$ cat src/rtl/cordic_stage_hs.sv
// cordic_stage_hs: one CORDIC micro-rotation on X/Y/Z with rotation or
// vectoring select, saturating X/Y and a two-entry skid on the output.
module cordic_stage_hs #(
    parameter int XY_W  = 16,
    parameter int Z_W   = 16,
    parameter int SHIFT = 0,
    parameter int ATAN  = 8192,
    parameter int ROUND = 0
) (
    input  logic                   clk,
    input  logic                   rst,
    input  logic                   in_valid,
    output logic                   in_ready,
    input  logic signed [XY_W-1:0] in_x,
    input  logic signed [XY_W-1:0] in_y,
    input  logic signed [Z_W-1:0]  in_z,
    input  logic                   in_mode,
    output logic                   out_valid,
    input  logic                   out_ready,
    output logic signed [XY_W-1:0] out_x,
    output logic signed [XY_W-1:0] out_y,
    output logic signed [Z_W-1:0]  out_z,
    output logic                   out_mode,
    output logic                   out_ovf
);
    localparam int W1  = XY_W + 1;
    localparam int RSH = (SHIFT > 0) ? SHIFT - 1 : 0;
    localparam int RW  = 2 * XY_W + Z_W + 2;

    localparam logic signed [W1-1:0] RND =
        (ROUND != 0 && SHIFT > 0) ? (W1'(1) << RSH) : '0;
    localparam logic signed [XY_W-1:0] XY_MAX = {1'b0, {(XY_W-1){1'b1}}};
    localparam logic signed [XY_W-1:0] XY_MIN = {1'b1, {(XY_W-1){1'b0}}};
    localparam logic signed [Z_W-1:0]  ATAN_Z = Z_W'(ATAN);

    logic                   w_neg;
    logic                   w_acc;
    logic signed [W1-1:0]   w_xe;
    logic signed [W1-1:0]   w_ye;
    logic signed [W1-1:0]   w_xs;
    logic signed [W1-1:0]   w_ys;
    logic signed [W1-1:0]   w_xn;
    logic signed [W1-1:0]   w_yn;
    logic                   w_ox;
    logic                   w_oy;
    logic signed [XY_W-1:0] w_xo;
    logic signed [XY_W-1:0] w_yo;
    logic signed [Z_W-1:0]  w_zo;
    logic [RW-1:0]          w_res;

    logic [RW-1:0]          r_or;
    logic [RW-1:0]          r_sr;
    logic                   r_or_v;
    logic                   r_sr_v;

    // w_neg selects sigma = -1
    assign w_neg = in_mode ? (!in_y[XY_W-1] && (in_y != '0))
                           : in_z[Z_W-1];

    assign w_xe = {in_x[XY_W-1], in_x};
    assign w_ye = {in_y[XY_W-1], in_y};
    assign w_xs = (w_xe + RND) >>> SHIFT;
    assign w_ys = (w_ye + RND) >>> SHIFT;

    assign w_xn = w_neg ? (w_xe + w_ys) : (w_xe - w_ys);
    assign w_yn = w_neg ? (w_ye - w_xs) : (w_ye + w_xs);

    assign w_ox = w_xn[W1-1] ^ w_xn[W1-2];
    assign w_oy = w_yn[W1-1] ^ w_yn[W1-2];
    assign w_xo = w_ox ? (w_xn[W1-1] ? XY_MIN : XY_MAX) : w_xn[XY_W-1:0];
    assign w_yo = w_oy ? (w_yn[W1-1] ? XY_MIN : XY_MAX) : w_yn[XY_W-1:0];
    assign w_zo = w_neg ? (in_z + ATAN_Z) : (in_z - ATAN_Z);

    assign w_res = {w_ox | w_oy, in_mode, w_zo, w_yo, w_xo};
    assign w_acc = in_valid & in_ready;

    always_ff @(posedge clk) begin
        if (rst) begin
            r_or   <= '0;
            r_sr   <= '0;
            r_or_v <= 1'b0;
            r_sr_v <= 1'b0;
        end else if (!r_or_v || out_ready) begin
            if (r_sr_v) begin
                r_or   <= r_sr;
                r_or_v <= 1'b1;
                r_sr_v <= 1'b0;
            end else if (w_acc) begin
                r_or   <= w_res;
                r_or_v <= 1'b1;
            end else begin
                r_or_v <= 1'b0;
            end
        end else if (w_acc) begin
            r_sr   <= w_res;
            r_sr_v <= 1'b1;
        end
    end

    assign in_ready  = ~r_sr_v;
    assign out_valid = r_or_v;
    assign out_x     = r_or[0 +: XY_W];
    assign out_y     = r_or[XY_W +: XY_W];
    assign out_z     = r_or[2*XY_W +: Z_W];
    assign out_mode  = r_or[RW-2];
    assign out_ovf   = r_or[RW-1];

endmodule
$ cat config.mk
export PLATFORM = sky130hd
export DESIGN_NAME = cordic_stage_hs
export DESIGN_NICKNAME = d
export VERILOG_FILES = /design/src/rtl/cordic_stage_hs.sv
export SDC_FILE = /design/constraint.sdc
export NUM_CORES = 1
export LEC_CHECK = 0
export CORE_MARGIN = 4
export CORE_UTILIZATION = 38
export DETAILED_ROUTE_END_ITERATION = 16
export PLACE_DENSITY = 0.69
export SETUP_SLACK_MARGIN = 0.2
export SLEW_MARGIN = 20
export SYNTH_ARGS = -nofsm -noshare
export SYNTH_HDL_FRONTEND = slang
export SYNTH_SLANG_ARGS = --single-unit
$ cat constraint.sdc
create_clock -name clk -period 12 [get_ports clk]
set_input_delay 2.4 -clock clk [delete_from_list [all_inputs] [get_ports clk]]
set_output_delay 2.4 -clock clk [all_outputs]
set_load 0.02 [all_outputs]
==> results.yml, run 1 <==
timing:
  fin_crit_ps: 7249
  fin_setup_tns_ps: 0
  holdWs_ps: 451.1
  worst_pin_slew_ps: 865.0
  clock.fmax_mhz: 137.9
  finalMaxSlewViolations: 0
  final-setup-viol-count: 0
  final_hold_viol_count: 0
  skew_ps: 10.67
  fin_crit_sh_pct: 60.41
  max_slew_margin_pct: 42.33
  rsz0062_at_grt: "no"
logic_synthesis:
  synth_top_area_share_pct: 29.26
  synth_top_area_cell: "dfxtp_1"
  ys_seq_area_share_pct: 29.26
  synth_cell_types: 66
  ys_seq_elements: 102
  syn-num-nets: 1028
  synth_enable_flop_cells: 0
  async_flop_share_pct: 0
  postSynthAreaPerCell_sq_um: 7.611
  yosys_most_used_dff: "dfxtp_1"
  netlist_area_sq_um: 6979
  yosys-top-cells-area: "dfxtp_1 (29%), ha_1 (9.7%), a21oi_1 (7.1%), nand2_1 (5.2%), o21ai_0 (5.2%)"
  yosys_warnings: 0
  syn_inst: 917
clock_network:
  cts_buffers: 9
  cts_setup_buffers: 0
  cts_resized: 0
  cts.sinks: 102
  cts_tree: "built"
  cts-root-buf: "clkbuf_16"
  clk_latency_ps: 350
  cts_buffer_depth: 2
  clk_pin_slew_worst_paths_ps: 70
  htree_levels: 3
  cts-hold-fix-buffers: 0
power_and_ir_drop:
  finalPower_mw: 1.104
  powerDensity_nw_per_um2: 131.7
  p_leak_nw: 3.267
  ir_drop_v: 0.0001009
setup_path:
  endpoint_kind: "flop"
  critical-path-max-stage-delay_ps: 660
  worstPathMaxFanout: 40
  crit_family: "compound AO/OA/AOI/OAI gates"
  cp.required_ps: 12240
  worstSetupPathDepth: 16
  r2r_cells: 7
  path_class: "in -> reg"
  crit_buf_inv: 4
  cp_slowest_cell: "ha_1"
  worstPathArrival_ps: 7490
  crit_chain: "clkdlybuf4s50_1 > nor4_1 > a41oi_1 > mux2i_2 > buf_4 > inv_2 > nor4_1 > a22oi_1 > o21ai_0 > xnor2_1 > ha_1 > inv_1 > o22ai_1 > nor2_1 > a221oi_1 > nor2_1"
  startpoint_type: "input port"
placement:
  place.gp.congestion: 0.8964
  portBuffers: 104
  detailed_place_hpwl_mm: 14.58
hold_path:
  min_path_type: "reg -> reg"
  min_path_cells: 2
floorplan:
  die-area_sq_um: 20600
  row_count: 49
  die_y_microns: 143.5
  start_util_pct: 38.72
  coreArea_sq_um: 18020
  die_w_microns: 143.5
  io-pin-count: 105
final_layout:
  fin_nets: 1084
  syn2layout_area_growth_pct: 20.17
  utilization_pct: 46.53
  diodes: 0
  drive_above_1_share_pct: 5.317
routing:
  wl_per_cell_microns: 16.50
  drt-total-wl_mm: 19.92
  drt_iter0_markers: 532
  drtPass1Iterations: 5
  viasPerCell: 5.534
  ant_nets: 0
  via_count: 6680
  drcViolationCount: 0
global_route:
  grt_max_degree: 79
  grt_pass1_wl_mm: 32.33
  grt_overflow: 0
  antenna_found_initial: 0
  grtUsageTotal_pct: 19.07
  grt_pass1_vias: 6085
outcome:
  status: "complete, no violations"
run:
  maxCapViolCount: 0
## kinds of logic (layout without fill, tap and decap cells)
kind of cell | Yosys count | after routing | synth area share, %
adders and majority gates | 58 | 58 | 10.83
xor gates and xnor gates | 26 | 26 | 3.263
buffers and inverters | 116 | 177 | 6.866
DFF | 102 | 102 | 29.26
AOI/OAI and AO/OA | 305 | 305 | 27.88
muxes | 23 | 23 | 3.388
and+or+nand+nor | 287 | 287 | 18.52
## cell usage in the layout, fill, tap and decap left out, types with 5 or more instances in the layout
| cell type | count |
|---|---|
| clkbuf_16 | 9 |
| buf_4 | 7 |
| a22oi_1 | 6 |
| a21oi_1 | 99 |
| dfxtp_1 | 101 |
| nor2b_1 | 13 |
| nand3_1 | 13 |
| xor2_1 | 9 |
| o21ai_0 | 72 |
| nor2_1 | 93 |
| inv_1 | 48 |
| xnor2_1 | 17 |
| ha_1 | 54 |
| or3_1 | 6 |
| a221oi_1 | 6 |
| o211ai_1 | 11 |
| a31oi_1 | 10 |
| clkdlybuf4s50_1 | 103 |
| nand2_1 | 97 |
| nor4_1 | 5 |
| mux2i_1 | 20 |
| a21o_1 | 8 |
| o21a_1 | 9 |
| o21bai_1 | 6 |
| nand2b_1 | 10 |
| a211oi_1 | 25 |
| nor3_1 | 28 |
| o31ai_1 | 13 |
## per-layer routing
metal,routed length (microns),vias to the layer above,global-route usage [%]
met4,456,0,5.946
met1,9607,3075,28.03
met2,8563,245,28.70
met5,0,-,0
met3,1288,25,2.862
li1,-,3335,-
## registers in the layout, summed over array words and instances, names as in the netlist
register and count:
r_sr_v 1, out_valid 1, r_or 50, r_sr 50
## layout make-up
cell class	instances	area, sq um
Inverter	50	187.7
Multi-Input combinational cell	699	4474
Timing Repair Buffer	111	1089
Sequential cell	102	2043
Tap cell	229	286.5
Clock buffer	9	225.2
Clock inverter	7	81.33
Fill cell	1809	9638
## cells in the mapped netlist, types with 11 or more instances
cell type and n:
o211ai_1 11, inv_1 48, clkbuf_1 46, a21oi_1 99, o21ai_0 72, nand2_1 97
nor2b_1 13, buf_2 11, nor3_1 28, xnor2_1 17, nand3_1 14, mux2i_1 20
a211oi_1 25, nor2_1 94, ha_1 54, dfxtp_1 102, o31ai_1 13
## per-stage QoR
step | setup slack [ps] | area (sq um) | cells
6_report | 4751 | 8387 | 1207
4_1_cts | 4721 | 8387 | 1207
3_5_place_dp | 4371 | 8080 | 1191
5_1_grt | 4310 | 8387 | 1207
2_1_floorplan | 5991 | 6979 | 917
3_3_place_gp | 4516 | 8080 | 1191
## worst register-to-register path, delay by kind of cell, from the launching register on
kind	cells	cell delay (ps)
AO/OA/AOI/OAI	1	190
buffers and inverters	3	1560
flip-flops	1	310
AND/OR/NAND/NOR	3	440
## where the power goes
group          leakage [nW]  total, mW  switching, mW  internal (mW)
Combinational          2.28      0.421          0.258          0.164
Sequential            0.837      0.385         0.0158          0.369
Clock                 0.147      0.298          0.134          0.164
## worst paths after layout
check / from / to / slack (ps)
worst min register to register: r_or[49] / r_or[49] / 450
worst max register to register: r_sr_v / r_sr[12] / 9360
worst max-delay path: in_y[5] / r_or[12] / 4750
worst min-delay path: r_or[49] / r_or[49] / 450
No activity file was read; power rests on OpenSTA's default activity.
==> run 2, diff against run 1 <==
Settings changed: PLACE_DENSITY 0.69 to 0.71.
Clock period 12 ns to 6.08 ns, I/O delays scaled along.
==> run 2 against run 1 <==
Compared with the run above: clock skew is 3.2 ps lower; clock-buffer cell count rose by 1; combinational power is 100% higher; critical path depth grew 2; via count up 0.37%; critical path type unchanged; sequential share of layout area shrank 0.19 points; flip-flop and latch count unchanged; largest cell class unchanged; clock power grew 97%; final area increased by 0.78%; core utilization up 0.36 points; hold slack better by 2.5 ps.
==> results.yml, run 2 (synthesized netlist as in run 1, its figures left out) <==
timing:
  worst_pin_slew_ps: 850.0
  fin_crit_ps: 5286
  clock.fmax_mhz: 189.2
  max_slew_margin_pct: 43.33
  final-setup-viol-count: 0
  final_hold_viol_count: 0
  fin_crit_sh_pct: 86.94
  rsz0062_at_grt: "no"
  finalMaxSlewViolations: 0
  skew_ps: 7.520
  fin_setup_tns_ps: 0
routing:
  drtPass1Iterations: 5
  viasPerCell: 5.514
  drt-total-wl_mm: 19.90
  drcViolationCount: 0
  drt_iter0_markers: 517
  ant_nets: 0
  wl_per_cell_microns: 16.36
  via_count: 6705
run:
  maxCapViolCount: 0
final_layout:
  final_area_sq_um: 8452
  syn2layout_area_growth_pct: 21.10
  final_cells: 1216
  utilization_pct: 46.89
  fill_cells: 1813
  diodes: 0
  drive_above_1_share_pct: 6.180
  final_common_cell: "clkdlybuf4s50_1"
  layout_common_cells: "clkdlybuf4s50_1 (103), dfxtp_1 (101), a21oi_1 (99)"
  largestRegisters: "r_or x50, r_sr x50"
  fin_nets: 1093
global_route:
  antenna_found_initial: 0
  grtUsageTotal_pct: 19.09
  grt_max_degree: 79
  grt_pass1_vias: 6115
  grt_pass1_wl_mm: 32.01
  grt_overflow: 0
power_and_ir_drop:
  finalPower_mw: 2.191
  ir_drop_v: 0.0002316
  combPwrFrac_pct: 38.6
  p_leak_nw: 3.312
  powerDensity_nw_per_um2: 259.2
  p_seq_share_pct: 34.7
  switching_share_pct: 36.20
  power.internal_mw: 1.398
  clkPwrFrac_pct: 26.7
  switchingPower_mw: 0.7932
setup_path:
  path_class: "in -> reg"
  r2r_setup_slack_ps: 3370
  worstPathMaxFanout: 13
  crit_buf_inv: 3
  worstPathArrival_ps: 5520
  startpoint_type: "input port"
  critical-path-max-stage-delay_ps: 630
  cp_slowest_cell: "or4_4"
  crit_family: "compound AO/OA/AOI/OAI gates"
  cp.required_ps: 6320
  endpoint_kind: "flop"
  crit_chain: "clkdlybuf4s50_1 > inv_1 > ha_1 > nor2b_1 > o31ai_1 > a21oi_1 > a21oi_1 > o211ai_1 > a2111oi_0 > nor2_1 > o21a_1 > xnor2_1 > ha_1 > inv_1 > or4_4 > o21ai_0 > o21ai_0 > and2_1"
floorplan:
  coreArea_sq_um: 18020
  die-area_sq_um: 20600
  die_w_microns: 143.5
  die_y_microns: 143.5
  io-pin-count: 105
  row_count: 49
  start_util_pct: 38.72
placement:
  portBuffers: 104
  placed_cell_area_sq_um: 8143
  place.gp.congestion: 0.9169
  numPlacedInstances: 1200
  detailed_place_hpwl_mm: 14.83
clock_network:
  htree_levels: 3
  clk_latency_ps: 340
  cts_buffer_depth: 2
  cts_buffers: 9
  cts_setup_buffers: 0
  cts.sinks: 102
  cts-hold-fix-buffers: 0
  cts_tree: "built"
  cts_resized: 0
  clk_pin_slew_worst_paths_ps: 70
  cts-root-buf: "clkbuf_16"
hold_path:
  min_path_type: "reg -> reg"
outcome:
  status: "complete, no violations"
-- run 2: cell types whose count changed in the layout (fill, tap and decap cells not counted), sizes merged --
cell    before  now
clkbuf       9   10
buf          8   17
inv         52   51
-- run 2: through the flow --
step / hold WS [ps] / setup slack [ps]
floorplan: 431.7 / 1255
global placement: 437.6 / 586.5
detailed placement: 445.0 / 477.3
CTS: 454.2 / 841.3
global route: 468.2 / 334.9
finish: 453.6 / 793.9
-- run 2: final timing paths --
kind / startpoint / end / cells past startpoint
max: in_x[1] / r_sr[27] / 18
min: r_sr[25] / r_sr[25] / 2
max reg2reg: r_sr_v / r_or[30] / 6
min reg2reg: r_sr[25] / r_sr[25] / 2
-- run 2: tightest hold or removal path: cells and delay by family, from the launching register on --
family | cells | cell delay, ps
and+or+nand+nor | 1 | 50
DFF | 1 | 310
AOI/OAI and AO/OA | 1 | 50
-- run 2: area by class of cell --
type	instances	area [sq um]	share of cell area [%]
Multi-Input combinational cell	699	4471	52.89
Sequential cell	102	2043	24.17
Timing Repair Buffer	120	1156	13.68
Tap cell	229	286.5	3.390
Clock buffer	10	239.0	2.828
Inverter	50	187.7	2.221
Clock inverter	6	68.82	0.8142
-- run 2: power by group through the flow --
stage | registers [mW] | logic (mW) | clock network (mW)
finish | 0.760 | 0.846 | 0.586
CTS | 0.760 | 0.841 | 0.601
detailed placement | 0.775 | 0.837 | 0
global placement | 0.774 | 0.830 | 0
global route | 0.766 | 0.926 | 0.631
floorplan | 0.824 | 0.484 | 0
-- run 2: layer usage --
metal  part of all wire, %  vias up  track usage [%]
met5                     0        -                0
met4                   2.1        0            5.451
met3                   7.6       29            3.960
met2                    44      244            30.17
met1                    47     3074            26.43
li1                      -     3358                -
==> run 3, diff against run 2 <==
Settings changed: PLACE_DENSITY 0.71 to 0.69.
Clock period 6.08 ns to 5.8 ns, I/O delays scaled along.
==> run 3 against run 2 <==
Compared with the run above: routed wire length increased by 1.9%; core utilization about the same; sequential power increased by 4.9%; register-to-register slack got worse by 370 ps; flip-flop and latch count unchanged; setup slack got worse by 160 ps; largest power group unchanged; via count increased by 0.98%; clock-buffer cell count increased by 2; critical path depth unchanged; hold slack got worse by 4.6 ps.
==> results.yml, run 3 (synthesized netlist as in run 1, its figures left out) <==
setup_path:
  worstPathArrival_ps: 5400
  cp.required_ps: 6030
  worstPathMaxFanout: 13
  endpoint_kind: "flop"
  r2r_setup_slack_ps: 3000
  path_class: "in -> reg"
  startpoint_type: "input port"
final_layout:
  fill_cells: 1849
  layout_common_cells: "clkdlybuf4s50_1 (103), dfxtp_1 (101), a21oi_1 (98)"
  drive_above_1_share_pct: 5.984
  final_common_cell: "clkdlybuf4s50_1"
  fin_nets: 1092
  largestRegisters: "r_or x50, r_sr x50"
  syn2layout_area_growth_pct: 21.01
  diodes: 0
floorplan:
  row_count: 49
  coreArea_sq_um: 18020
  io-pin-count: 105
  die-area_sq_um: 20600
  die_y_microns: 143.5
  start_util_pct: 38.72
  die_w_microns: 143.5
clock_network:
  htree_levels: 3
  cts_buffers: 9
  cts_tree: "built"
  cts-hold-fix-buffers: 0
  cts_resized: 0
  clk_pin_slew_worst_paths_ps: 70
  cts.sinks: 102
  cts_setup_buffers: 0
  cts_buffer_depth: 2
  cts-root-buf: "clkbuf_16"
  clk_latency_ps: 340
timing:
  fin_crit_sh_pct: 89.15
  skew_ps: 6.571
  max_slew_margin_pct: 43.84
  final-setup-viol-count: 0
  final_hold_viol_count: 0
  clock.fmax_mhz: 193.4
  worst_pin_slew_ps: 841.5
  fin_setup_tns_ps: 0
  fin_crit_ps: 5171
  rsz0062_at_grt: "no"
  holdWs_ps: 449.0
  finalMaxSlewViolations: 0
global_route:
  grt_pass1_wl_mm: 32.53
  grt_pass1_vias: 6138
  grtUsageTotal_pct: 19.29
  grt_overflow: 0
  grt_max_degree: 79
  antenna_found_initial: 0
placement:
  portBuffers: 104
  place.gp.congestion: 0.9490
  detailed_place_hpwl_mm: 14.82
hold_path:
  min_path_type: "reg -> reg"
routing:
  wl_per_cell_microns: 16.69
  drtPass1Iterations: 6
  drt_iter0_markers: 653
  drt-total-wl_mm: 20.28
  viasPerCell: 5.573
  via_count: 6771
  ant_nets: 0
  drcViolationCount: 0
run:
  maxCapViolCount: 0
power_and_ir_drop:
  clkPwrFrac_pct: 26.4
  ir_drop_v: 0.0001682
  power.internal_mw: 1.469
  combPwrFrac_pct: 38.9
  finalPower_mw: 2.301
  switchingPower_mw: 0.8317
  p_leak_nw: 3.303
  powerDensity_nw_per_um2: 272.4
  p_seq_share_pct: 34.7
  switching_share_pct: 36.15
outcome:
  status: "complete, no violations"
run 3: cell count changes in the layout (fill, tap and decap cells not counted):
cell / previous run / this run
a21oi_1: 99 / 98
a21oi_2: 0 / 1
and3_1: 0 / 1
and3_2: 1 / 0
buf_4: 16 / 15
clkbuf_1: 0 / 2
clkinv_2: 1 / 0
clkinv_4: 2 / 1
nand3_1: 14 / 13
nand3_2: 0 / 1
run 3: final timing paths:
check             startpoint        to  cells past startpoint
setup / recovery     in_x[1]  r_or[23]                     18
hold / removal      r_or[24]  r_or[24]                      2
setup reg to reg      r_sr_v  r_sr[12]                      7
hold reg to reg     r_or[24]  r_or[24]                      2
run 3: worst max-delay path, cell delays in order:
cell and delay (ps):
clkdlybuf4s50_1 580, inv_1 150, ha_1 340, nor2b_1 150, o31ai_1 320, a21oi_1 190, a21oi_2 210, o211ai_1 110
a2111oi_0 410, nor2_1 90, o21a_1 150, xnor2_1 140, ha_1 300, inv_1 60, or4_4 630, o21ai_0 150
o21ai_0 100, o211a_1 170
run 3: area by class of cell:
cell class / instances / area (sq um) / share of cell area, %
multi-input combinational: 699 / 4478 / 53.02
sequential: 102 / 2043 / 24.19
timing repair buffer: 119 / 1149 / 13.60
tap: 229 / 286.5 / 3.393
clock buffer: 12 / 246.5 / 2.919
inverter: 50 / 187.7 / 2.222
clock inverter: 4 / 55.05 / 0.6519
run 3: metrics by stage:
step	area [sq um]	instances	setup WS [ps]	utilization, %
floorplan	6979	917	1031	-
global placement	8140	1199	416.9	45.16
detailed placement	8140	1199	289.2	45.16
CTS	8442	1215	640.5	46.83
global route	8446	1215	184.5	46.86
finish	8446	1215	629.4	46.86
run 3: power by group through the flow:
stage	Combinational (mW)	Clock [mW]	Sequential, mW
global route	0.979	0.647	0.803
floorplan	0.507	0	0.864
finish	0.895	0.608	0.797
CTS	0.886	0.620	0.798
detailed placement	0.883	0	0.813
global placement	0.875	0	0.812
run 3: metal layers:
metal	part of all wire [%]	global-route usage, %	wire, microns
met5	0	0	0
met4	1.7	4.807	352
met3	7.0	3.161	1421
met2	44	29.51	8868
met1	48	28.32	9632
